<file path="src/rtl/scrf_prog_if.sv">
// Host-side bus of the programmable system config register file:
// shadow write port, shadow read-back port and commit handshake.
interface scrf_prog_if #(
    parameter int ADDR_W = 6
);
    logic              wr_valid;
    logic              wr_ready;
    logic [ADDR_W-1:0] wr_addr;
    logic [31:0]       wr_data;
    logic              wr_err;
    logic [ADDR_W-1:0] rd_addr;
    logic [31:0]       rd_data;
    logic              commit_req;
    logic              datapath_idle;
    logic              commit_done;

    modport slave (
        input  wr_valid, wr_addr, wr_data, rd_addr, commit_req, datapath_idle,
        output wr_ready, wr_err, rd_data, commit_done
    );

    modport master (
        output wr_valid, wr_addr, wr_data, rd_addr, commit_req, datapath_idle,
        input  wr_ready, wr_err, rd_data, commit_done
    );
endinterface

</file>
<file path="src/rtl/scrf_prog.sv">
// Programmable system config register file. The host fills a shadow copy word
// by word; a commit copies the whole shadow into the active config outputs in
// one cycle, but only once the datapath reports idle.
//
//  state | meaning
//  IDLE  | shadow matches active config
//  DIRTY | shadow written since the last commit
//  PEND  | commit requested, waiting for datapath_idle; host writes stalled
module scrf_prog #(
    parameter int NUM_IPORT = 12,
    parameter int NUM_OPORT = 2,
    parameter int ADDR_W    = 6
) (
    input  logic                      clk,
    input  logic                      rst,
    scrf_prog_if.slave                bus,
    output logic                      cfg_valid,
    output logic [22:0]               dfsm_config,
    output logic [19:0]               ssp_config,
    output logic [37:0]               quabuf_config,
    output logic [25:0]               singbuf_config,
    output logic                      mode_conv_mm,
    output logic                      mode_conv_isac,
    output logic                      mode_conv_isrelu,
    output logic                      mode_conv_isbn,
    output logic [5:0]                pe_config,
    output logic [56*NUM_IPORT-1:0]   iport_config,
    output logic [56*NUM_OPORT-1:0]   oport_config
);
    localparam int NWORDS = 6 + 2 * (NUM_IPORT + NUM_OPORT);
    localparam logic [ADDR_W:0] NWORDS_A = (ADDR_W + 1)'(NWORDS);

    typedef enum logic [1:0] {
        IDLE  = 2'd0,
        DIRTY = 2'd1,
        PEND  = 2'd2
    } state_t;

    // Bits of each word that are actually backed by storage; the rest read as 0.
    // Port fields are 56 bits: the even word carries [31:0], the odd word [55:32].
    function automatic logic [31:0] word_mask(input int w);
        logic [31:0] m;
        case (w)
            0:       m = 32'h007F_FFFF;
            1:       m = 32'h000F_FFFF;
            2:       m = 32'hFFFF_FFFF;
            3:       m = 32'h0000_003F;
            4:       m = 32'h03FF_FFFF;
            5:       m = 32'h0000_03FF;
            default: m = (((w - 6) % 2) == 0) ? 32'hFFFF_FFFF : 32'h00FF_FFFF;
        endcase
        return m;
    endfunction

    state_t      state_q, state_d;
    logic        ready;
    logic        commit_fire;
    logic        wr_fire;
    logic        wr_in_range;
    logic        rd_in_range;
    logic [31:0] wr_mask;
    logic [31:0] shadow [NWORDS];

    logic [56*NUM_IPORT-1:0] iport_shadow;
    logic [56*NUM_OPORT-1:0] oport_shadow;

    assign wr_in_range  = {1'b0, bus.wr_addr} < NWORDS_A;
    assign rd_in_range  = {1'b0, bus.rd_addr} < NWORDS_A;
    assign wr_fire      = bus.wr_valid & ready;
    assign bus.wr_ready = ready;

    // Field mask for the word currently being written.
    always_comb begin
        wr_mask = word_mask(int'(bus.wr_addr));
    end

    // Commit FSM state register.
    always_ff @(posedge clk) begin
        if (rst) state_q <= IDLE;
        else     state_q <= state_d;
    end

    // Commit FSM next state; commit_req wins over a same-cycle write because
    // that write already lands in shadow before the copy happens.
    always_comb begin
        state_d     = state_q;
        ready       = 1'b1;
        commit_fire = 1'b0;
        case (state_q)
            IDLE: begin
                if (bus.commit_req)                 state_d = PEND;
                else if (wr_fire && wr_in_range)    state_d = DIRTY;
            end
            DIRTY: begin
                if (bus.commit_req)                 state_d = PEND;
            end
            PEND: begin
                ready = 1'b0;
                if (bus.datapath_idle) begin
                    commit_fire = 1'b1;
                    state_d     = IDLE;
                end
            end
            default: state_d = IDLE;
        endcase
    end

    // Shadow register file; only field-width bits are kept.
    always_ff @(posedge clk) begin
        if (rst) begin
            shadow <= '{default: '0};
        end else if (wr_fire && wr_in_range) begin
            shadow[bus.wr_addr] <= bus.wr_data & wr_mask;
        end
    end

    // Out-of-range writes are accepted and dropped, flagged one cycle later.
    always_ff @(posedge clk) begin
        if (rst) bus.wr_err <= 1'b0;
        else     bus.wr_err <= wr_fire & ~wr_in_range;
    end

    // Registered read-back, forwarding a write accepted in the same cycle.
    always_ff @(posedge clk) begin
        if (rst || !rd_in_range) begin
            bus.rd_data <= '0;
        end else if (wr_fire && wr_in_range && (bus.wr_addr == bus.rd_addr)) begin
            bus.rd_data <= bus.wr_data & wr_mask;
        end else begin
            bus.rd_data <= shadow[bus.rd_addr];
        end
    end

    // Flatten shadow port words into the active port-field layout.
    for (genvar i = 0; i < NUM_IPORT; i++) begin : g_iport
        assign iport_shadow[56*i +: 56] = {shadow[7 + 2*i][23:0], shadow[6 + 2*i]};
    end
    for (genvar j = 0; j < NUM_OPORT; j++) begin : g_oport
        assign oport_shadow[56*j +: 56] =
            {shadow[7 + 2*(NUM_IPORT + j)][23:0], shadow[6 + 2*(NUM_IPORT + j)]};
    end

    // Active config: changes only on the commit cycle (or reset).
    always_ff @(posedge clk) begin
        if (rst) begin
            bus.commit_done  <= 1'b0;
            cfg_valid        <= 1'b0;
            dfsm_config      <= '0;
            ssp_config       <= '0;
            quabuf_config    <= '0;
            singbuf_config   <= '0;
            mode_conv_mm     <= 1'b0;
            mode_conv_isac   <= 1'b0;
            mode_conv_isrelu <= 1'b0;
            mode_conv_isbn   <= 1'b0;
            pe_config        <= '0;
            iport_config     <= '0;
            oport_config     <= '0;
        end else begin
            bus.commit_done <= commit_fire;
            if (commit_fire) begin
                cfg_valid        <= 1'b1;
                dfsm_config      <= shadow[0][22:0];
                ssp_config       <= shadow[1][19:0];
                quabuf_config    <= {shadow[3][5:0], shadow[2]};
                singbuf_config   <= shadow[4][25:0];
                mode_conv_mm     <= shadow[5][0];
                mode_conv_isac   <= shadow[5][1];
                mode_conv_isrelu <= shadow[5][2];
                mode_conv_isbn   <= shadow[5][3];
                pe_config        <= shadow[5][9:4];
                iport_config     <= iport_shadow;
                oport_config     <= oport_shadow;
            end
        end
    end
endmodule

</file>
<file path="src/flat_wrapper.sv">
// flat-port wrapper written by rule: the top's interface ports become plain ports
module scrf_prog_flat 
#(
    parameter int NUM_IPORT = 12,
    parameter int NUM_OPORT = 2,
    parameter int ADDR_W    = 6
)
  (clk, rst, cfg_valid, dfsm_config, ssp_config, quabuf_config, singbuf_config, mode_conv_mm, mode_conv_isac, mode_conv_isrelu, mode_conv_isbn, pe_config, iport_config, oport_config, bus_wr_valid, bus_wr_addr, bus_wr_data, bus_rd_addr, bus_commit_req, bus_datapath_idle, bus_wr_ready, bus_wr_err, bus_rd_data, bus_commit_done);
  scrf_prog_if #(.ADDR_W(ADDR_W)) bus_i ();
  input  logic clk;
  input  logic rst;
  output logic cfg_valid;
  output logic [22:0] dfsm_config;
  output logic [19:0] ssp_config;
  output logic [37:0] quabuf_config;
  output logic [25:0] singbuf_config;
  output logic mode_conv_mm;
  output logic mode_conv_isac;
  output logic mode_conv_isrelu;
  output logic mode_conv_isbn;
  output logic [5:0] pe_config;
  output logic [56*NUM_IPORT-1:0] iport_config;
  output logic [56*NUM_OPORT-1:0] oport_config;
  input wire logic [$bits(bus_i.wr_valid)-1:0] bus_wr_valid;
  input wire logic [$bits(bus_i.wr_addr)-1:0] bus_wr_addr;
  input wire logic [$bits(bus_i.wr_data)-1:0] bus_wr_data;
  input wire logic [$bits(bus_i.rd_addr)-1:0] bus_rd_addr;
  input wire logic [$bits(bus_i.commit_req)-1:0] bus_commit_req;
  input wire logic [$bits(bus_i.datapath_idle)-1:0] bus_datapath_idle;
  output wire logic [$bits(bus_i.wr_ready)-1:0] bus_wr_ready;
  output wire logic [$bits(bus_i.wr_err)-1:0] bus_wr_err;
  output wire logic [$bits(bus_i.rd_data)-1:0] bus_rd_data;
  output wire logic [$bits(bus_i.commit_done)-1:0] bus_commit_done;
  assign bus_i.wr_valid = bus_wr_valid;
  assign bus_i.wr_addr = bus_wr_addr;
  assign bus_i.wr_data = bus_wr_data;
  assign bus_i.rd_addr = bus_rd_addr;
  assign bus_i.commit_req = bus_commit_req;
  assign bus_i.datapath_idle = bus_datapath_idle;
  assign bus_wr_ready = bus_i.wr_ready;
  assign bus_wr_err = bus_i.wr_err;
  assign bus_rd_data = bus_i.rd_data;
  assign bus_commit_done = bus_i.commit_done;
  scrf_prog #(.NUM_IPORT(NUM_IPORT), .NUM_OPORT(NUM_OPORT), .ADDR_W(ADDR_W)) u_core (.clk(clk), .rst(rst), .bus(bus_i), .cfg_valid(cfg_valid), .dfsm_config(dfsm_config), .ssp_config(ssp_config), .quabuf_config(quabuf_config), .singbuf_config(singbuf_config), .mode_conv_mm(mode_conv_mm), .mode_conv_isac(mode_conv_isac), .mode_conv_isrelu(mode_conv_isrelu), .mode_conv_isbn(mode_conv_isbn), .pe_config(pe_config), .iport_config(iport_config), .oport_config(oport_config));
endmodule
</file>
<file path="config.mk">
export PLATFORM = sky130hd
export DESIGN_NAME = scrf_prog_flat
export DESIGN_NICKNAME = d
export VERILOG_FILES = /design/src/rtl/scrf_prog_if.sv /design/src/rtl/scrf_prog.sv /design/src/flat_wrapper.sv
export SDC_FILE = /design/constraint.sdc
export NUM_CORES = 2
export LEC_CHECK = 0
export ABC_AREA = 1
export CORE_MARGIN = 3
export CORE_UTILIZATION = 50
export DETAILED_ROUTE_END_ITERATION = 10
export PLACE_DENSITY = 0.83
export SKIP_LAST_GASP = 1
export SLEW_MARGIN = 20
export SYNTH_ARGS = -nofsm -noshare
export SYNTH_HDL_FRONTEND = slang
export SYNTH_SLANG_ARGS = --single-unit
</file>
<file path="constraint.sdc">
create_clock -name clk -period 1.9 [get_ports clk]
set_clock_uncertainty 0.1 [all_clocks]
set_input_delay 0.38 -clock clk [delete_from_list [all_inputs] [get_ports clk]]
set_output_delay 0.38 -clock clk [all_outputs]
set_load 0.01 [all_outputs]
</file>
# After elaboration in Yosys (flattened, before gate mapping)
# Index checks and enable logic that the tools add are counted.
dict set report totals {
  ff_bits 2026
  output_inout_bits 937
}
dict set report op_classes {
  mux 17
  reduce_logical 9
  order_cmp 5
  n_bitwise 7
  n_eq_ne 11
  add_sub_neg 1
}
# operator count
set op_table {}
lappend op_table {{1088-bit bitwise mux} 1}
lappend op_table {{32-bit binary-select mux with 6-bit select} 1}
lappend op_table {{32-bit demux with 6-bit select} 1}
lappend op_table {{32-bit case mux with 6 select lines} 1}
lappend op_table {{32-bit 2-to-1 mux} 5}
lappend op_table {{32-bit AND} 1}
lappend op_table {{32-bit zero test} 1}
lappend op_table {{7-bit >= comparator (second input constant)} 2}
lappend op_table {{6-bit inverter with 7-bit output} 2}
lappend op_table {{6-bit by 2-bit == test with 1-bit output (second input constant)} 2}
lappend op_table {{6-bit by 3-bit == test with 1-bit output (second input constant)} 2}
lappend op_table {{6-bit less-than comparator (second input constant)} 2}
lappend op_table {{2-bit 2-to-1 mux} 4}
lappend op_table {{7-bit by 1-bit less-than comparator with 1-bit output (second input constant)} 1}
lappend op_table {{6-bit by 3-bit subtractor with 7-bit output (second input constant)} 1}
lappend op_table {{6-bit by 1-bit == test with 1-bit output (second input constant)} 1}
lappend op_table {{6-bit == test} 1}
lappend op_table {{6-bit zero test} 1}
lappend op_table {{2-bit case mux with 3 select lines} 1}
lappend op_table {{2-bit != test (second input constant)} 2}
lappend op_table {{1-bit AND} 3}
lappend op_table {{1-bit logical AND} 3}
lappend op_table {{1-bit 2-to-1 mux} 3}
lappend op_table {{3-bit by 2-bit != test with 1-bit output (second input constant)} 1}
lappend op_table {{7 further kinds} 7}

# Logic depth before layout (Yosys ltp)
dict set report depth {
  depth_word 7
  depth_mapped 16
  mapped_depth_nobuf 13
}

# Worst setup path after synthesis
# OpenSTA, ideal clock, no wires.
dict set report synth_timing {
  kind {input port to flip-flop}
  from {input bus_wr_addr[1]}
  to {register u_core.shadow (netlist bit u_core.iport_shadow[554])}
  setup_slack_ns -0.094
  setup_time_ns 0.132
  stages 13
  arrival_time_ns 1.761
  cell_sequence {buf_2 > nor2_4 > nand3_2 > nand2_2 > nand2_4 > inv_2 > buf_6 > nand2_2 > nor2_1 > buf_2 > clkinv_1 > nand2_1 > a21oi_1}
}
dict set report synth_via {
  elab_chain_len 6
}
# element line
set synth_rtl {}
lappend synth_rtl {{from (decl)} flat_wrapper.sv:25} ;# input wire logic [$bits(bus_i.wr_addr)-1:0] bus_wr_addr;
lappend synth_rtl {{6-bit inverter with 7-bit output (not written as such)} scrf_prog.sv:113} ;# shadow[bus.wr_addr] <= bus.wr_data & wr_mask;
lappend synth_rtl {{7-bit >= comparator (not written as such) / 7-bit by 1-bit less-than comparator with 1-bit output (equally long branches)} scrf_prog.sv:113}
lappend synth_rtl {{1-bit logical AND (not written as such)} scrf_prog.sv:113}
lappend synth_rtl {{32-bit 2-to-1 mux (not written as such)} scrf_prog.sv:113}
lappend synth_rtl {{32-bit demux with 6-bit select} scrf_prog.sv:113}
lappend synth_rtl {{1088-bit bitwise mux} scrf_prog.sv:113}
lappend synth_rtl {{to (signal, indexed assignment)} scrf_prog.sv:113}
lappend synth_rtl {{to (decl)} scrf_prog.sv:62} ;# logic [31:0] shadow [NWORDS];
# Several ways; a longest one is shown, not always the timed one.
# A chain may end at the register's enable or synchronous reset.

# Worst setup path after layout
dict set report layout_timing {
  from {register u_core.shadow (netlist bit u_core.iport_shadow[108])}
  to {register u_core.bus.rd_data[20]}
}
dict set report layout_via {
  elab_chain_len 4
}
# element line
set layout_rtl {}
lappend layout_rtl {{32-bit binary-select mux with 6-bit select} scrf_prog.sv:130} ;# bus.rd_data <= shadow[bus.rd_addr];
lappend layout_rtl {{32-bit 2-to-1 mux (not written as such) (2 in a row)} scrf_prog.sv:130}
lappend layout_rtl {{32-bit 2-to-1 mux} scrf_prog.sv:127} ;# end else if (wr_fire && wr_in_range && (bus.wr_addr == bus.rd_addr)) begin
lappend layout_rtl {{to (signal assigned)} scrf_prog.sv:128} ;# bus.rd_data <= bus.wr_data & wr_mask;
lappend layout_rtl {{to (signal assigned)} scrf_prog.sv:130}
lappend layout_rtl {{to (decl)} scrf_prog_if.sv:19} ;# output wr_ready, wr_err, rd_data, commit_done
# No other way between the ends. The select of a mux whose other input is x is not followed.

==> impl_results.md <==
* Share of layout cells above drive strength 1 at 24.96%
* Min Hold Slack at 0.07263 ns
* RSZ-0062 raised after global routing: yes
* Total Power at 98470 uW
* Cell area after layout at 105800 um2
* Syn-to-layout area delta at 33.85%
* Clk_lat worst skew at 0.87 ns
* Psw at 26170 uW
* First-pass GRT wire length at 539.0 mm
* Top-count cell post-synth: nand2_1
* Hold Path Depth at 3
* Placed Instance Area at 98790 um2
* Largest net degree at the start of global routing at 123
* Clk buf depth at 3
* Crit Path Class: flip-flop to flip-flop
* Final Max Tran Viols at 0
* Met3 routed WL at 53.89 mm
* Die Ht at 403.5 um
* Leading area contributor after synthesis: dfxtp_1
* Status: finished with violations
* Synth unique cells at 35
* Power per standard cell area at 931.1 nW/um2
* Most frequent cells after synthesis: nand2_1 (2119), dfxtp_1 (2026), a21oi_1 (1882)
* DRC at 0
* Iter 0 DRT Violations at 14759
* Hold WC Path Type: input pin to flip-flop
* Hold EP: u_core.state_q[1]
* First drt pass iteration count at 8
* Highest routing layer actually used: met5
* Sw Share at 26.58%
* Worst setup SP type: flip-flop
* Tcrit/Tclk final at 119.6%
* Met1 Wirelength at 144.7 mm
* Post-Syn Nets at 10757
* Worst R2R Setup Slack at -0.37 ns
* Total GRT Usage at 44.91%
* Comb pwr share at 11.2%
* Initial Util at 50.46%
* Crit Path Max Fanout at 3
* Final core utilization at 67.55%
* Sequential power share at 45.2%
* Worst vdd ir at 1.004 mV
* Post-layout minimum cycle time at 2.272 ns
* Post-Route WL at 397.8 mm
* # clock sinks at 2026
* FF-to-FF path depth at 8
* CTS root buffer: clkbuf_16
* CTS tree: built
* Initial antenna violation count at 29
* Number of synthesized flops with an enable pin at 0
* Synth Flop Type: dfxtp_1
* Core area at 156600 um2
* Worst setup margin at -0.3715 ns
* Final Setup Violations at 911
* Vias at 86996
* Num CTS Buffers at 202
* End of the worst register-to-register path: u_core.bus.rd_data[20]
* Placer Congestion at 1.038
* Final nets at 12242
* Register area at 41170 um2
* Async SR Flop Fraction at 0%
* Synthesized area at 79010 um2
* Worst r2r src: u_core.iport_shadow[108]
* Synth Instances at 10708
* Avg Inst Size Synth at 7.378 um2
* Synth top area share at 51.34%
* Max-cap violation count at 0
* Die X at 403.5 um
* F_max at 440.2 MHz
* IO Port Bufs at 985
* Hold_sp: bus_commit_req
* P_int at 72300 uW
* Post-Place Setup Slack at -1.373 ns
* Hpwl dp at 279.3 mm
* Worst-path clk slew at 0.07 ns
* Fillers at 12844
* H-tree depth at 4
* Synth top area cells: dfxtp_1 (51%), a21oi_1 (12%), o21ai_0 (11%), nand2_1 (10%), inv_1 (5.3%)
* WP data required at 2.53 ns
* Die area at 162800 um2
* Std cell rows at 145
* Sequential area share after synthesis at 51.34%
* Leakage power at 0.04525 uW
* Final hold violation count at 0
* Routed Antenna Nets at 0
* Worst slew pin tran at 0.7992 ns
* Crit. End Element: flip-flop
* Clk network pwr share at 43.6%
* Top-Level Pins at 986
* Worst EP arrival at 2.90 ns
* Multi-input logic area at 31580 um2
* Failing checks: negative setup slack
* Ys Warns at 0
* Worst slew slack as a fraction of its limit at 46.72%
* Met2 WL at 165.4 mm
* Vias in the first global route at 78496
* Yosys reg bits at 2026
* Total gr overflow at 0
* Routed vias/inst at 6.024
* Drt wl/cell at 27.55 um
## final cells by class
| class | count | share of cell area [%] |
|---|---|---|
| flip-flops and latches | 2026 | 38.93 |
| diodes | 20 | 0.04732 |
| multi-input cells | 6644 | 29.86 |
| clock buffers | 280 | 5.509 |
| inverters | 1143 | 4.091 |
| clock inverters | 95 | 1.202 |
| repair buffers | 2176 | 17.92 |
| well taps | 2058 | 2.435 |
## timing repair
action / in CTS / in global routing
hold buffers: 1 / 0
endpoints found under the hold margin: 37 / 0
cloned: 10 / 71
endpoints found under the setup margin: 1731 / 1078
gates resized for setup: 4257 / 321
pin swaps: 9 / 67
buffers inserted: 24 / 45
## worst max path at each step
stage,start,endpoint,slack [ns],cells after the start
after global routing,u_core.state_q[0],u_core.iport_shadow[551],-0.26,13
after floorplan,bus_wr_addr[1],u_core.iport_shadow[222],-0.02,14
after CTS,u_core.state_q[0],u_core.shadow[999],-0.13,12
final,u_core.iport_shadow[108],u_core.bus.rd_data[20],-0.37,8
after global placement,bus_wr_addr[3],u_core.iport_shadow[253],-1.35,11
after detailed placement,bus_wr_addr[3],u_core.iport_shadow[253],-1.37,11
## cell families (layout without fill, tap and decap cells)
group / count (synthesis) / count (layout) / synth area share [%]
xor+xnor: 1 / 1 / 0.01109
other cells: 0 / 20 / 0
simple gates: 2965 / 2965 / 15.13
compound gates: 3678 / 3678 / 23.55
flops: 2026 / 2026 / 51.34
buf+inv: 2038 / 3694 / 9.971
## power by group through the flow
stage | Combinational [uW] | Clock [uW] | Sequential, uW
global placement | 11100 | 0 | 45400
CTS | 10400 | 42800 | 44500
finish | 11000 | 42900 | 44500
floorplan | 3670 | 0 | 45700
global route | 11300 | 44500 | 44600
detailed placement | 11300 | 0 | 45400
## critical path: stages, from the launching register on
cell	delay (ns)
dfxtp_1	0.35
nand2_1	0.08
nand2_1	0.07
a21oi_1	0.55
nand3_1	0.39
nand3_1	0.29
nand2_1	0.08
nand2_1	0.10
a21oi_1	0.12
## state kept, by name, summed over array words and instances (netlist names)
| register | cells |
|---|---|
| u_core.bus.commit_done | 1 |
| u_core.bus.rd_data | 32 |
| u_core.bus.wr_err | 1 |
| u_core.cfg_valid | 1 |
| u_core.dfsm_config | 23 |
| u_core.iport_config | 672 |
| u_core.iport_shadow | 672 |
| u_core.mode_conv_isac | 1 |
| u_core.mode_conv_isbn | 1 |
| u_core.mode_conv_isrelu | 1 |
| u_core.mode_conv_mm | 1 |
| u_core.oport_config | 112 |
| u_core.oport_shadow | 112 |
| u_core.pe_config | 6 |
| u_core.quabuf_config | 38 |
| u_core.shadow | 304 |
| u_core.singbuf_config | 26 |
| u_core.ssp_config | 20 |
| u_core.state_q | 2 |
## metrics by stage
stage / setup TNS [ns] / instances
floorplan: -0.6301 / 10708
global placement: -1041.53 / 13900
detailed placement: -1084.08 / 13900
CTS: -16.08 / 14310
global route: -149.36 / 14426
finish: -93.85 / 14442
## layer usage
metal | vias up | global-route usage (%)
li1 | 37862 | -
met1 | 40911 | 56.72
met2 | 6675 | 65.90
met3 | 1526 | 13.61
met4 | 22 | 30.52
met5 | - | 0
## cells in the final DEF (no fill, tap or decap), types with 25 or more instances in the layout
cell type	n
buf_6	47
o21ai_0	1612
nand2_1	2093
buf_12	266
a21oi_1	1795
o21ai_2	44
o21a_1	27
clkdlybuf4s50_1	41
clkinv_2	43
clkbuf_16	259
dfxtp_1	1670
inv_2	29
bufinv_16	25
a211oi_1	46
a21oi_2	76
dfxtp_4	67
nor2_4	25
buf_4	861
buf_2	881
dfxtp_2	289
nand3_1	465
nor2_1	294
clkbuf_8	35
inv_1	1103
o21ai_1	56
clkbuf_1	37
No activity file was read; power rests on OpenSTA's default activity.
